==> src/rtl/fetch_sequencer.sv <==
// Instruction fetch sequencer: owns the PC, runs the imem req/ack handshake,
// presents one fetched word at a time and turns a hung memory into a sticky error.
module fetch_sequencer #(
  parameter logic [31:0] RESET_PC = 32'h0000_0000,
  parameter int          MAX_WAIT = 15
) (
  input  logic        clk,
  input  logic        rst_n,
  output logic        imem_req_o,
  output logic [31:0] imem_addr_o,
  input  logic        imem_ack_i,
  input  logic [31:0] imem_rdata_i,
  input  logic        redirect_valid_i,
  input  logic [31:0] redirect_pc_i,
  input  logic        stall_i,
  output logic        instr_valid_o,
  output logic [31:0] instr_o,
  output logic [31:0] instr_pc_o,
  output logic        fetch_err_o
);

  localparam int            WW   = (MAX_WAIT < 2) ? 1 : $clog2(MAX_WAIT + 1);
  localparam logic [WW-1:0] WMAX = WW'(MAX_WAIT);
  localparam logic [31:0]   NOP  = 32'h0000_0013;

  typedef enum logic [1:0] {IDLE, REQ, HOLD, ERR} state_e;

  state_e        state_q, state_d;
  logic [31:0]   pc_q, pc_d, addr_q, addr_d, instr_q, instr_d, ipc_q, ipc_d;
  logic [WW-1:0] wait_q, wait_d;
  logic          req_q, req_d, vld_q, vld_d, err_q, err_d, flush_q, flush_d;
  logic [31:0]   tgt;
  logic          unused_lsb;

  assign tgt        = {redirect_pc_i[31:2], 2'b00};
  assign unused_lsb = ^redirect_pc_i[1:0];

  always_comb begin
    state_d = state_q;
    pc_d    = pc_q;
    addr_d  = addr_q;
    instr_d = instr_q;
    ipc_d   = ipc_q;
    wait_d  = wait_q;
    req_d   = req_q;
    vld_d   = vld_q;
    err_d   = err_q;
    flush_d = flush_q;
    unique case (state_q)
      IDLE: begin
        if (redirect_valid_i) pc_d = tgt;
        state_d = REQ;
        req_d   = 1'b1;
        addr_d  = pc_d;
        wait_d  = '0;
      end
      REQ: begin
        if (imem_ack_i) begin
          if (flush_q || redirect_valid_i) begin
            // Word belongs to the old stream; re-issue at the redirect target.
            if (redirect_valid_i) pc_d = tgt;
            flush_d = 1'b0;
            addr_d  = pc_d;
            wait_d  = '0;
          end else begin
            instr_d = imem_rdata_i;
            ipc_d   = addr_q;
            vld_d   = 1'b1;
            pc_d    = pc_q + 32'd4;
            req_d   = 1'b0;
            state_d = HOLD;
          end
        end else begin
          // wait_cnt keeps running across a redirect: it times the bus transaction.
          if (redirect_valid_i) begin
            pc_d    = tgt;
            flush_d = 1'b1;
          end
          if (wait_q == WMAX) begin
            state_d = ERR;
            err_d   = 1'b1;
            req_d   = 1'b0;
            vld_d   = 1'b0;
          end else begin
            wait_d = wait_q + WW'(1);
          end
        end
      end
      HOLD: begin
        if (redirect_valid_i || !stall_i) begin
          if (redirect_valid_i) pc_d = tgt;
          vld_d   = 1'b0;
          req_d   = 1'b1;
          addr_d  = pc_d;
          wait_d  = '0;
          state_d = REQ;
        end
      end
      ERR: ;
      default: state_d = IDLE;
    endcase
  end

  always_ff @(posedge clk or negedge rst_n) begin
    if (!rst_n) begin
      state_q <= IDLE;
      pc_q    <= RESET_PC;
      addr_q  <= RESET_PC;
      instr_q <= NOP;
      ipc_q   <= '0;
      wait_q  <= '0;
      req_q   <= 1'b0;
      vld_q   <= 1'b0;
      err_q   <= 1'b0;
      flush_q <= 1'b0;
    end else begin
      state_q <= state_d;
      pc_q    <= pc_d;
      addr_q  <= addr_d;
      instr_q <= instr_d;
      ipc_q   <= ipc_d;
      wait_q  <= wait_d;
      req_q   <= req_d;
      vld_q   <= vld_d;
      err_q   <= err_d;
      flush_q <= flush_d;
    end
  end

  assign imem_req_o    = req_q;
  assign imem_addr_o   = addr_q;
  assign instr_valid_o = vld_q;
  assign instr_o       = instr_q;
  assign instr_pc_o    = ipc_q;
  assign fetch_err_o   = err_q;

endmodule
==> config.mk <==
export PLATFORM = sky130hd
export DESIGN_NAME = fetch_sequencer
export DESIGN_NICKNAME = d
export VERILOG_FILES = /design/src/rtl/fetch_sequencer.sv
export SDC_FILE = /design/constraint.sdc
export NUM_CORES = 1
export LEC_CHECK = 0
export CAP_MARGIN = 25
export CORE_MARGIN = 2
export CORE_UTILIZATION = 49
export DETAILED_ROUTE_END_ITERATION = 12
export PLACE_DENSITY = 0.81
export REMOVE_ABC_BUFFERS = 1
export SLEW_MARGIN = 15
export SYNTH_ARGS = -nofsm -noshare
export SYNTH_HDL_FRONTEND = slang
export SYNTH_SLANG_ARGS = --single-unit
==> constraint.sdc <==
create_clock -name clk -period 1.96 [get_ports clk]
set_input_delay 0.392 -clock clk [delete_from_list [all_inputs] [get_ports clk]]
set_output_delay 0.392 -clock clk [all_outputs]
set_load 0.02 [all_outputs]
==> impl_metrics.env <==
export IMPL_status="finished, final reports clean"
export IMPL_critical_path_max_fanout=3
export IMPL_fin_crit_sh_pct=94.3
export IMPL_dr_pass1_iters=5
export IMPL_pre_cts_ws_ns=-0.0642
export IMPL_grt_pass1_wl_um=26200
export IMPL_numCtsBuffers=17
export IMPL_synth_area_um2=6280
export IMPL_fmax_mhz=541
export IMPL_grt_usage_pct=24.4
export IMPL_cp_start_kind="flop"
export IMPL_cp_data_arrival_time_ns=1.46
export IMPL_setup_ws_ns=0.111
export IMPL_synthTopCellsByArea="dfrtp_1 54%, nand2_1 12%, mux2i_1 4.8%, a21oi_1 4.1%, nor2_1 3.3%"
export IMPL_port_buffers=165
export IMPL_drt_iter0_markers=347
export IMPL_synth_distinct_cells=57
export IMPL_power_density_nw_per_um2=755
export IMPL_synth_top_area_share_pct=53.8
export IMPL_crit_path_cell_trace="clkdlybuf4s50_1"
export IMPL_clk_path_buf_depth=2
export IMPL_crit_family="buffers and inverters"
export IMPL_via_count=5649
export IMPL_synth_edf_count=0
export IMPL_drc=0
export IMPL_min_delay_path_class="in -> reg"
export IMPL_grt_ovfl_total=0
export IMPL_clk_latency_ns=0.42
export IMPL_start_util_pct=50.0
export IMPL_max_stage_delay_ns=0.63
export IMPL_drtAntennaViolNets=0
export IMPL_syn_avg_cell_area_um2=9.20
export IMPL_hold_viol=0
export IMPL_cts_tree="built"
export IMPL_seq_area_frac_synth_pct=55.0
export IMPL_max_cap_viol_count=0
export IMPL_fp_dieArea_um2=13700
export IMPL_numClockSinks=138
export IMPL_instances_no_fill=1053
export IMPL_rows=41
export IMPL_fp_dieW_um=117
export IMPL_fin_crit_ns=1.85
export IMPL_grt_pass1_vias=5402
export IMPL_synth_most_common_cell="nand2_1"
export IMPL_whs_ns=0.437
export IMPL_wire_per_inst_um=15.7
export IMPL_ir_drop_mv=0.494
export IMPL_dp_hpwl_um=11700
export IMPL_grt_max_degree=46
export IMPL_clk_pin_slew_ns=0.06
export IMPL_drv_slew=0
export IMPL_place_gp_congestion=0.882
export IMPL_nets=939
export IMPL_rsz0062_at_grt="false"
export IMPL_fin_area_um2=8940
export IMPL_ys_ff_latch=138
export IMPL_area_growth_pct=42.4
export IMPL_dpl_cell_area_um2=8310
export IMPL_syn_inst=683
export IMPL_critPathKind="reg -> out"
export IMPL_cp_slowest_cell="clkdlybuf4s50_1"
export IMPL_yosysWarnings=0
export IMPL_drive_above_1_share_pct=10.4
export IMPL_cts_root_buf="clkbuf_16"
export IMPL_synth_top_area_cell="dfrtp_1"
export IMPL_synth_flop_cell="dfrtp_1"
export IMPL_fin_skew_ns=0.00691
export IMPL_place_inst=1020
export IMPL_core_um2=12600
export IMPL_antennaDiodeCount=0
export IMPL_worstSetupEndpointType="output port"
export IMPL_cts_max_level=4
export IMPL_wl_um=16500
export IMPL_die_y_um=117
export IMPL_crit_buf_inv=1
export IMPL_relSlewSlack_pct=65.3
export IMPL_vias_per_cell=5.36
export IMPL_worstPathRequired_ns=1.57
export IMPL_yosys_top_cells_count="206 x nand2_1, 135 x dfrtp_1, 56 x nor2_1"
export IMPL_synthArstFlopShare_pct=100
export IMPL_antenna_found_initial=0
export IMPL_p_leak_nw=4.25
export IMPL_setup_violations=0
export IMPL_worst_slew_pin_slew_ns=0.516
export IMPL_io_pins=168
sequential cells by signal, summed over array words and instances, names as in the netlist, 2 cells and up:
name and flops:
instr_pc_o 32, imem_addr_o 32, instr_o 32, pc_q 32, state_q 2, wait_q 4
layout by cell type (no fill, tap or decap), types with 3 or more instances in the layout:
cell / netlist / routed
bufinv_16: 0 / 4
buf_4: 2 / 38
clkinv_2: 0 / 4
a31o_2: 3 / 3
nand3_1: 18 / 17
o21ai_0: 26 / 26
clkdlybuf4s50_1: 0 / 160
a31oi_1: 6 / 6
clkbuf_16: 0 / 17
and2_1: 5 / 5
inv_1: 9 / 9
buf_12: 0 / 4
xor2_1: 4 / 4
and3_1: 4 / 4
a32oi_1: 5 / 5
mux2i_1: 30 / 30
nor3_1: 6 / 6
nor2_1: 56 / 56
o22ai_1: 10 / 10
a21oi_1: 52 / 52
dfstp_2: 3 / 3
a21o_1: 3 / 3
dfrtp_1: 135 / 135
nand4_1: 12 / 12
nand2b_1: 4 / 4
a311oi_1: 5 / 5
nand2_1: 206 / 206
cells by family after synthesis:
kind of cell,synth area share (%)
and+or+nand+nor,22.6
DFF,55.0
AOI/OAI and AO/OA,12.3
buffers and inverters,4.04
muxes,4.78
xor gates and xnor gates,0.836
adders and majority gates,0.398
worst paths after layout:
path                                              from                         end  slack [ns]  cells after the start
max in group asynchronous                        rst_n  imem_addr_o[5]$_DFFE_PN0P_        0.83                      3
hold / removal                        redirect_valid_i  imem_addr_o[1]$_DFFE_PN0P_        0.44                      4
setup / recovery           imem_addr_o[30]$_DFFE_PN0P_             imem_addr_o[30]        0.11                      1
min in group asynchronous                        rst_n  instr_pc_o[25]$_DFFE_PN0P_        0.46                      2
setup reg to reg                   pc_q[2]$_DFFE_PN0P_        pc_q[20]$_DFFE_PN0P_        0.13                      7
hold reg to reg                 instr_o[4]$_DFFE_PN1P_      instr_o[4]$_DFFE_PN1P_        0.46                      2
report_power, final:
| part | switching (mW) | internal (mW) |
|---|---|---|
| sequential | 0.0378 | 2.90 |
| combinational | 0.227 | 0.253 |
| clock | 1.19 | 2.15 |
routing by layer:
metal	wire [µm]	GRT usage, %	share of wire [%]
met3	1080	6.54	6.5
met2	7930	40.0	48
met1	7180	31.4	43
met5	0	0	0
met4	353	8.24	2.1
final cells by class:
type                    instances  area [µm²]
clock buffers                  20         447
clock inverters                12         173
fillers                       948        3620
inverters                       9        33.8
multi-input cells             494        2590
flip-flops and latches        138        3460
well taps                     172         215
repair buffers                208        2030
repair_timing:
item                                    4_1_cts  5_1_grt
resized for setup                             1        3
hold endpoints to repair                     39        0
hold buffers                                  1        0
pin swaps                                     0        0
buffers inserted                              0        0
endpoints found under the setup margin        1        3
per-stage QoR:
stage | utilization [%] | power, mW | TNS, ns
after floorplan | - | 3.11 | -116.02
after detailed placement | 66.1 | 3.47 | -0.695
final | 71.2 | 6.75 | 0
after CTS | 71.1 | 6.81 | 0
after global routing | 71.2 | 6.97 | 0
after global placement | 66.1 | 3.46 | -0.0707
Note: power is estimated with default switching activity, not from simulation.
